--- config.mk ---
export PLATFORM = sky130hd
export DESIGN_NAME = sha256_stream_core
export DESIGN_NICKNAME = d
export VERILOG_FILES = /design/src/rtl/sha256_stream_core.sv
export SDC_FILE = /design/constraint.sdc
export NUM_CORES = 2
export LEC_CHECK = 0
export ABC_AREA = 1
export BUFFER_PORTS_ARGS = -buffer_cell sky130_fd_sc_hd__clkbuf_2
export CELL_PAD_IN_SITES_DETAIL_PLACEMENT = 0
export CELL_PAD_IN_SITES_GLOBAL_PLACEMENT = 1
export CORE_ASPECT_RATIO = 0.75
export CORE_MARGIN = 2
export CORE_UTILIZATION = 48
export DETAILED_ROUTE_END_ITERATION = 7
export MAX_ROUTING_LAYER = met4
export PLACE_DENSITY = 0.92
export RECOVER_POWER = 50
export SLEW_MARGIN = 20
export SYNTH_ARGS = -nofsm -noshare
export SYNTH_HDL_FRONTEND = slang
export SYNTH_SLANG_ARGS = --single-unit
--- constraint.sdc ---
create_clock -name clk -period 12.1 [get_ports clk]
set_input_delay 3.63 -clock clk [delete_from_list [all_inputs] [get_ports clk]]
set_output_delay 3.63 -clock clk [all_outputs]
set_load 0.02 [all_outputs]
--- src/rtl/sha256_stream_core.sv ---
// rtl/sha256_stream_core.sv - multi-block SHA-256 compression core with stream handshakes
//
// Purpose: compresses pre-padded 512-bit blocks, chaining the hash state across
// the blocks of a message. UNROLL rounds are executed per clock (1, 2, 4 or 8),
// so each block occupies the core for 64/UNROLL cycles.
//
// Optional feature macro: SHA256_STREAM_CORE_SHA224_EN
//   defined   : mode_224 is latched with every blk_first block; when set, the
//               SHA-224 IV is used and digest[31:0] reads as zero.
//   undefined : mode_224 is ignored, pure SHA-256.
//
// Ports:
//   clk, rst      clock, synchronous active-high reset
//   blk_data      512-bit padded block, word 0 in [511:480]
//   blk_first     block starts a message (chain restarts from IV)
//   blk_last      block ends a message (digest is produced)
//   blk_valid     block present
//   blk_ready     core accepts a block this cycle
//   mode_224      SHA-224 select, sampled with a blk_first block
//   digest        final hash, H0 in [255:224]
//   digest_valid  digest available
//   digest_ready  consumer takes digest

module sha256_stream_core #(
    parameter int UNROLL = 1
) (
    input  logic         clk,
    input  logic         rst,
    input  logic [511:0] blk_data,
    input  logic         blk_first,
    input  logic         blk_last,
    input  logic         blk_valid,
    output logic         blk_ready,
    input  logic         mode_224,
    output logic [255:0] digest,
    output logic         digest_valid,
    input  logic         digest_ready
);

    if (UNROLL != 1 && UNROLL != 2 && UNROLL != 4 && UNROLL != 8) begin : g_bad_unroll
        $error("sha256_stream_core: UNROLL must be 1, 2, 4 or 8");
    end

    localparam int NUM_STEPS = 64 / UNROLL;
    // Round-base value seen during the final BUSY cycle of a block.
    localparam logic [5:0] LAST_RND = 6'(64 - UNROLL);

    localparam logic [31:0] K [64] = '{
        32'h428a2f98, 32'h71374491, 32'hb5c0fbcf, 32'he9b5dba5, 32'h3956c25b, 32'h59f111f1, 32'h923f82a4, 32'hab1c5ed5,
        32'hd807aa98, 32'h12835b01, 32'h243185be, 32'h550c7dc3, 32'h72be5d74, 32'h80deb1fe, 32'h9bdc06a7, 32'hc19bf174,
        32'he49b69c1, 32'hefbe4786, 32'h0fc19dc6, 32'h240ca1cc, 32'h2de92c6f, 32'h4a7484aa, 32'h5cb0a9dc, 32'h76f988da,
        32'h983e5152, 32'ha831c66d, 32'hb00327c8, 32'hbf597fc7, 32'hc6e00bf3, 32'hd5a79147, 32'h06ca6351, 32'h14292967,
        32'h27b70a85, 32'h2e1b2138, 32'h4d2c6dfc, 32'h53380d13, 32'h650a7354, 32'h766a0abb, 32'h81c2c92e, 32'h92722c85,
        32'ha2bfe8a1, 32'ha81a664b, 32'hc24b8b70, 32'hc76c51a3, 32'hd192e819, 32'hd6990624, 32'hf40e3585, 32'h106aa070,
        32'h19a4c116, 32'h1e376c08, 32'h2748774c, 32'h34b0bcb5, 32'h391c0cb3, 32'h4ed8aa4a, 32'h5b9cca4f, 32'h682e6ff3,
        32'h748f82ee, 32'h78a5636f, 32'h84c87814, 32'h8cc70208, 32'h90befffa, 32'ha4506ceb, 32'hbef9a3f7, 32'hc67178f2
    };

    localparam logic [31:0] IV256 [8] = '{
        32'h6a09e667, 32'hbb67ae85, 32'h3c6ef372, 32'ha54ff53a,
        32'h510e527f, 32'h9b05688c, 32'h1f83d9ab, 32'h5be0cd19
    };

    localparam logic [31:0] IV224 [8] = '{
        32'hc1059ed8, 32'h367cd507, 32'h3070dd17, 32'hf70e5939,
        32'hffc00b31, 32'h68581511, 32'h64f98fa7, 32'hbefa4fa4
    };

    typedef enum logic [1:0] {ST_IDLE, ST_BUSY, ST_DONE} state_t;

    function automatic logic [31:0] ror(input logic [31:0] x, input int n);
        return (x >> n) | (x << (32 - n));
    endfunction

    function automatic logic [31:0] bsig0(input logic [31:0] x);
        return ror(x, 2) ^ ror(x, 13) ^ ror(x, 22);
    endfunction

    function automatic logic [31:0] bsig1(input logic [31:0] x);
        return ror(x, 6) ^ ror(x, 11) ^ ror(x, 25);
    endfunction

    function automatic logic [31:0] ssig0(input logic [31:0] x);
        return ror(x, 7) ^ ror(x, 18) ^ (x >> 3);
    endfunction

    function automatic logic [31:0] ssig1(input logic [31:0] x);
        return ror(x, 17) ^ ror(x, 19) ^ (x >> 10);
    endfunction

    function automatic logic [31:0] iv_word(input logic m, input int i);
        return m ? IV224[i] : IV256[i];
    endfunction

    state_t       state_q, state_d;
    logic [31:0]  h_q [8];
    logic [31:0]  h_d [8];
    logic [31:0]  v_q [8];
    logic [31:0]  v_d [8];
    logic [31:0]  w_q [16];
    logic [31:0]  w_d [16];
    logic [5:0]   rnd_q, rnd_d;
    logic         last_q, last_d;
    logic         mode_q, mode_d;
    logic [255:0] digest_q, digest_d;

    logic         accept;
    logic         finish;
    logic         rel_h;

    // Round datapath: UNROLL chained rounds on the working variables and schedule window.
    logic [31:0]  va [8];
    logic [31:0]  wv [16];
    logic [31:0]  t1, t2, wnew;

`ifndef SHA256_STREAM_CORE_SHA224_EN
    logic unused_mode_224;
    assign unused_mode_224 = mode_224;
`endif

    assign digest = digest_q;

    always_comb begin
        state_d      = state_q;
        blk_ready    = 1'b0;
        digest_valid = 1'b0;
        accept       = 1'b0;
        finish       = 1'b0;
        rel_h        = 1'b0;
        case (state_q)
            ST_IDLE: begin
                blk_ready = 1'b1;
                if (blk_valid) begin
                    accept  = 1'b1;
                    state_d = ST_BUSY;
                end
            end
            ST_BUSY: begin
                if (rnd_q == LAST_RND) begin
                    finish  = 1'b1;
                    state_d = last_q ? ST_DONE : ST_IDLE;
                end
            end
            ST_DONE: begin
                digest_valid = 1'b1;
                if (digest_ready) begin
                    rel_h   = 1'b1;
                    state_d = ST_IDLE;
                end
            end
            default: state_d = ST_IDLE;
        endcase
    end

    always_comb begin
        va   = v_q;
        wv   = w_q;
        t1   = '0;
        t2   = '0;
        wnew = '0;
        for (int u = 0; u < UNROLL; u++) begin
            t1 = va[7] + bsig1(va[4]) + ((va[4] & va[5]) ^ (~va[4] & va[6]))
                 + K[rnd_q + 6'(u)] + wv[0];
            t2 = bsig0(va[0]) + ((va[0] & va[1]) ^ (va[0] & va[2]) ^ (va[1] & va[2]));
            va[7] = va[6];
            va[6] = va[5];
            va[5] = va[4];
            va[4] = va[3] + t1;
            va[3] = va[2];
            va[2] = va[1];
            va[1] = va[0];
            va[0] = t1 + t2;
            // wv[0] is W[t]; the word appended is W[t+16]. Words beyond W[63] are never consumed.
            wnew = ssig1(wv[14]) + wv[9] + ssig0(wv[1]) + wv[0];
            for (int i = 0; i < 15; i++) begin
                wv[i] = wv[i + 1];
            end
            wv[15] = wnew;
        end
    end

    always_comb begin
        h_d      = h_q;
        v_d      = v_q;
        w_d      = w_q;
        rnd_d    = rnd_q;
        last_d   = last_q;
        mode_d   = mode_q;
        digest_d = digest_q;

        if (accept) begin
            for (int i = 0; i < 16; i++) begin
                w_d[i] = blk_data[511 - 32 * i -: 32];
            end
            last_d = blk_last;
            rnd_d  = '0;
            if (blk_first) begin
`ifdef SHA256_STREAM_CORE_SHA224_EN
                mode_d = mode_224;
`endif
                for (int i = 0; i < 8; i++) begin
                    h_d[i] = iv_word(mode_d, i);
                    v_d[i] = iv_word(mode_d, i);
                end
            end else begin
                v_d = h_q;
            end
        end

        if (state_q == ST_BUSY) begin
            v_d   = va;
            w_d   = wv;
            rnd_d = rnd_q + 6'(UNROLL);
            if (finish) begin
                for (int i = 0; i < 8; i++) begin
                    h_d[i] = h_q[i] + va[i];
                    digest_d[255 - 32 * i -: 32] = h_q[i] + va[i];
                end
                if (mode_q) begin
                    digest_d[31:0] = '0;
                end
                if (!last_q) begin
                    digest_d = digest_q;
                end
            end
        end

        // After a digest is taken, the chain restarts so a blk_first=0 block still hashes correctly.
        if (rel_h) begin
            for (int i = 0; i < 8; i++) begin
                h_d[i] = iv_word(mode_q, i);
            end
        end
    end

    always_ff @(posedge clk) begin
        if (rst) begin
            state_q  <= ST_IDLE;
            for (int i = 0; i < 8; i++) begin
                h_q[i] <= IV256[i];
                v_q[i] <= '0;
            end
            for (int i = 0; i < 16; i++) begin
                w_q[i] <= '0;
            end
            rnd_q    <= '0;
            last_q   <= 1'b0;
            mode_q   <= 1'b0;
            digest_q <= '0;
        end else begin
            state_q  <= state_d;
            h_q      <= h_d;
            v_q      <= v_d;
            w_q      <= w_d;
            rnd_q    <= rnd_d;
            last_q   <= last_d;
            mode_q   <= mode_d;
            digest_q <= digest_d;
        end
    end

endmodule

Word-level counts from Yosys, hierarchy flattened
Memory sizes are Yosys's and may differ from the RTL's.
Index checks and enable logic that the tools add are counted.
Widths: inputs -> output; s select.
{"block": "op_classes", "n_lt_le_gt_ge": 1, "bitwise": 28, "add_sub_neg": 19, "n_mux": 25, "eq_ne": 6, "reduce_logical": 5}
{"operator": "$mux 256", "n": 6}
{"operator": "$mux 512", "n": 2}
{"operator": "$add 32x32->32", "n": 18}
{"operator": "$xor 32x32->32", "n": 9}
{"operator": "$and 32x32->32", "n": 5}
{"operator": "$mux 32", "n": 2}
{"operator": "$not 32->32", "n": 1}
{"operator": "$or 10x32->32", "n": 1}
{"operator": "$or 13x32->32", "n": 1}
{"operator": "$or 14x32->32", "n": 1}
{"operator": "$or 15x32->32", "n": 1}
{"operator": "$or 19x32->32", "n": 1}
{"operator": "$or 21x32->32", "n": 1}
{"operator": "$or 25x32->32", "n": 1}
{"operator": "$or 26x32->32", "n": 1}
{"operator": "$or 30x32->32", "n": 1}
{"operator": "$or 7x32->32", "n": 1}
{"operator": "$xor 32x22->32", "n": 1}
{"operator": "$xor 32x29->32", "n": 1}
{"operator": "$mux 6", "n": 2}
{"operator": "$mux 1", "n": 8}
{"operator": "$mux 2", "n": 4}
{"operator": "$ge 7x7->1 const B", "n": 1}
{"operator": "$not 6->7", "n": 1}
{"operator": "10 further kinds", "n": 13}
{"block": "word_totals", "word_cells": 121, "regBits": 1289, "out_inout_bits": 258, "in_bits": 519, "rom_bits": 2048, "memories": 1}
{"memory": "(no name shown)", "words": 64, "width": 32, "read_ports": 1, "rd_ports_with_merged_regs": 0, "wr": 0, "line": "163", "text": "+ K[rnd_q + 6'(u)] + wv[0];"}

Depth between registers and ports, before layout
{"block": "depth", "depth_word": 11, "mapped_depth": 53, "mapped_depth_nobuf": 52}

Worst setup path after synthesis
Ideal clock, no wire load.
{"block": "synth_timing", "path_kind": "register to register", "from": "register rnd_q[0]", "to": "register digest_q[253] (netlist: digest[253])", "setup_time_ns": 0.109, "path_buffers": 1, "arrival_ns": 7.512, "period_less_slack_ns": 7.621, "slack_ns": 4.479, "required_time_ns": 11.991, "stages_incl_launch_ff": 49, "cell_sequence": "dfxtp_1 > clkbuf_1 > inv_1 > ha_1 > nor2_1 > nor2_1 > inv_1 > nor2_1 > o22ai_1 > a32o_1 > inv_1 > fa_1 > ha_1 > fa_1 > nand3_1 > nand3_1 > nand2_1 > nand2_1 > [... 13 more ...] > nor2_1 > nor2_1 > inv_1 > or2_1 > and2_1 > ha_1 > nand2_1 > nor3_2 > nand3_1 > nand3_1 > nand2_1 > o211ai_1 > a21oi_1 > or2_1 > nand2_1 > nand2_1 > nand2_1 > inv_1"}
{"block": "synth_via", "elab_chain_len": 8, "elab_cells_between_ends": 12, "cone_classes": "add/sub: 4; eq/ne: 1; mux: 4; bitwise: 1; reduce/logical: 1; memory: 1"}
{"element": "from (decl)", "line": "102", "text": "logic [5:0] rnd_q, rnd_d;"}
{"element": "from (signal assigned)", "line": "255", "text": "rnd_q <= rnd_d;"}
{"element": "$not 6->7 (not written as such)", "line": "163"}
{"element": "$mem_v2 64x32"}
{"element": "$mux 32 (not written as such) (2 in a row)", "line": "163"}
{"element": "$add 32x32->32 (2 in a row)", "line": "163"}
{"element": "$add 32x32->32", "line": "172", "text": "va[0] = t1 + t2;"}
{"element": "$add 32x32->32", "line": "217", "text": "digest_d[255 - 32 * i -: 32] = h_q[i] + va[i];"}
{"element": "to (signal assigned)", "line": "258", "text": "digest_q <= digest_d;"}
{"element": "to (decl)", "line": "105", "text": "logic [255:0] digest_q, digest_d;"}
Several ways; a longest one is shown, not always the timed one. The select of a mux whose other input is x is not followed.
A chain may end at the register's enable or synchronous reset.

Worst setup path in the final report
{"block": "layout_timing", "from": "input port rst", "to": "register h_q[69] (netlist name)"}
{"block": "layout_via", "elab_chain_len": 1}
{"element": "from (decl)", "line": "28", "text": "input logic rst,"}
{"element": "$reduce_or 2->1 (no source line)"}
{"element": "to (signal, indexed assignment)", "line": "240", "text": "h_q[i] <= IV256[i];"}
{"element": "to (decl)", "line": "96", "text": "logic [31:0] h_q [8];"}
Every way passes these cells.

==> qor.log <==
INFO  clock_network  clock_tree.buffer_depth=3
INFO  yosys          ys_seq_area_frac=0.319
INFO  floorplanning  placementRows=130
INFO  global_route   grt.total_usage=0.418
INFO  sta            slew_headroom=-1.69
INFO  clock_network  post_cts.repair.setup_buffers=0
INFO  drt            detail_route.first_pass.iterations=8
INFO  global_route   initial_antenna_violation_count=48
INFO  placed_design  final_replace_weighted_congestion=1.05
INFO  yosys          netlist_instances=11200
INFO  sta            setup_total_negative_slack=0ns
INFO  finish         area_of_the_multi_input_gates=47800squm
INFO  clock_network  post_cts_resize_count=0
INFO  floorplanning  die_area=172000squm
INFO  yosys          synth-seq-cells=1289
INFO  drt            wl_per_cell=26.3microns
INFO  sta            largest_clock_skew_in_the_final_design=0.0342ns
INFO  global_route   number_of_global_route_vias_before_repair=75000
INFO  sta            post_route_clock_period_utilization=0.959
INFO  clock_network  tritoncts_buffer_count=141
INFO  sta            final_hold_vio_count=0
INFO  global_route   grt_first_pass_wirelength=520mm
INFO  critical_path  end_kind=flip-flop
INFO  yosys          synth_area_per_cell=7.21squm
INFO  clock_network  htree_levels=4
INFO  run            maxCapViolCount=13
INFO  sta            worst_pin_slew=4.04ns
INFO  yosys          yosys-top-cells-area=sky130_fd_sc_hd__dfxtp_1 (32%), sky130_fd_sc_hd__nand2_1 (12%), sky130_fd_sc_hd__o21ai_0 (7.1%)
INFO  yosys          syn_area=81000squm
INFO  critical_path  crit_type=primary input to flip-flop
INFO  finish         drive_gt1_frac=0.0872
INFO  floorplanning  core_region_area=168000squm
INFO  drt            avgViaCountPerCell=6.08
INFO  placed_design  placed_cells=13600
INFO  yosys          ys_warn_count=0
INFO  placed_design  number_of_i_o_port_buffers=775
INFO  yosys          synthArstFlopShare=0
INFO  critical_path  worst_ep_arrival_time=12.24ns
INFO  clock_network  cts_hold_repair.buffers=0
INFO  yosys          synthTopCellsByCount=sky130_fd_sc_hd__nand2_1 (2529), sky130_fd_sc_hd__dfxtp_1 (1289), sky130_fd_sc_hd__inv_1 (1170)
INFO  finish         n_fill_cell=16700
INFO  yosys          synth_enable_flop_cells=0
INFO  floorplanning  die_h=360microns
INFO  drt            finalWirelength=366mm
INFO  global_route   grt_start_max_net_pins=279
INFO  finish         final_nets=12700
INFO  outcome        violations=DRC, capacitance limit, slew limit
INFO  critical_path  data_required_critical_path=12.74ns
INFO  sta            finalMaxSlewViolations=667
INFO  yosys          number_of_different_library_cells_in_the_post_synthesis_netlist=75
INFO  finish         flow.area_growth_from_synthesis=11.6%
INFO  drt            drtAntennaViolNets=0
INFO  worst_hold_path hold_class=flip-flop to flip-flop
INFO  clock_network  tritoncts_num_sinks=1289
INFO  finish         finalNonFillerCells=13900
INFO  clock_network  cts_tree=built
INFO  yosys          synth-main-ff-cell=sky130_fd_sc_hd__dfxtp_1
INFO  sta            finalSetupViolCount=0
INFO  yosys          yosysTopAreaCell=sky130_fd_sc_hd__dfxtp_1
INFO  yosys          post-synth-top-area-fraction=0.319
INFO  floorplanning  floorplan_die_width=478microns
INFO  placed_design  detailedPlacementHpwl=279mm
INFO  floorplanning  i_o_pin_count=777
INFO  clock_network  root_buffer=sky130_fd_sc_hd__clkbuf_16
INFO  critical_path  crit_fanout=59
INFO  outcome        outcome=finished with violations
INFO  drt            drt_drc_violations_left=12
INFO  clock_network  skew_pair_late_insertion_delay=0.82ns
INFO  critical_path  timing.critical_path.from_type=primary input
INFO  global_route   grt_overflow_total=0
INFO  sta            rsz0062_at_grt=false
INFO  yosys          yosys.cell_count.top_type=sky130_fd_sc_hd__nand2_1
INFO  finish         register_area=25800squm
INFO  floorplanning  start_util=0.483
INFO  sta            fmax=86.2MHz
INFO  sta            fin_crit=11.60ns
INFO  drt            via_count=84900
INFO  clock_network  path_clk_slew=0.06ns
INFO  yosys          mappedNetlistNets=12300
INFO  drt            detail_route.iter0.violations=12900
==> final cells by class <==
| type | count | area share |
|---|---|---|
| Multi-Input combinational cell | 8038 | 0.529 |
| Sequential cell | 1289 | 0.286 |
| Inverter | 1191 | 0.0499 |
| Timing Repair Buffer | 885 | 0.0493 |
| Clock buffer | 210 | 0.0455 |
| Tap cell | 2244 | 0.0311 |
| Clock inverter | 48 | 0.00850 |
| Antenna cell | 43 | 0.00119 |
==> metal layers <==
layer,track usage,vias up,routed length (microns)
met2,0.511,5173,137000
met5,-,-,0
met4,0.109,0,9420
li1,-,38500,-
met3,0.135,481,52900
met1,0.635,40700,168000
==> state kept, by name (all words and copies together) (netlist names) <==
register,flops
w_q,512
digest,256
h_q,256
v_q,256
rnd_q,6
state_q,2
last_q,1
==> stage by stage <==
step / cell area, sq um / worst slack, ns / util / hold slack (ns)
after CTS: 90600 / 1.65 / 0.541 / 0.465
after global routing: 90300 / 0.605 / 0.539 / 0.485
final: 90300 / 0.498 / 0.539 / 0.465
after detailed placement: 85700 / 1.68 / 0.512 / 0.456
after floorplan: 81000 / 4.48 / - / 0.455
after global placement: 85700 / 1.66 / 0.512 / 0.455
==> placed cells by master, fill, tap and decap left out, drive strengths merged, types with 66 or more instances in the layout <==
cell    instances
ha            403
o21ai        1199
nand2        2540
nor2          433
o21bai        182
xor2          265
fa            196
a211oi         66
a31oi         545
nor3           85
o211ai        101
buf           100
nand3         280
o22ai         207
dfxtp        1289
inv          1193
a21oi         859
xnor2         229
clkbuf        995
==> critical path, cell delays in order <==
cell	delay, ns
sky130_fd_sc_hd__clkbuf_1	2.70
sky130_fd_sc_hd__inv_8	0.49
sky130_fd_sc_hd__o21ai_0	1.11
sky130_fd_sc_hd__clkbuf_1	2.88
sky130_fd_sc_hd__buf_4	1.03
sky130_fd_sc_hd__a21oi_1	0.08
==> kinds of logic (layout without fill, tap and decap cells) <==
logic type | count (synthesis) | count (layout) | synth area share
xor+xnor | 494 | 494 | 0.0535
mux | 7 | 7 | 0.000974
flops | 1289 | 1289 | 0.319
fa+ha+maj | 602 | 602 | 0.111
other cells | 0 | 43 | 0
simple gates | 3470 | 3470 | 0.173
compound gates | 3465 | 3465 | 0.252
buf+inv | 1898 | 2334 | 0.0915
==> path summary, 6_finish.rpt <==
check / startpoint / cells after the start / to / slack [ns]
setup / recovery: rst / 6 / h_q[69] / 0.50
hold / removal: digest[195] / 2 / digest[195] / 0.46
setup reg to reg: rnd_q[0] / 44 / h_q[255] / 1.11
hold reg to reg: digest[195] / 2 / digest[195] / 0.46
Power is not shown: default switching activity piles up to over one toggle a cycle in this logic, so the estimate is an artifact.
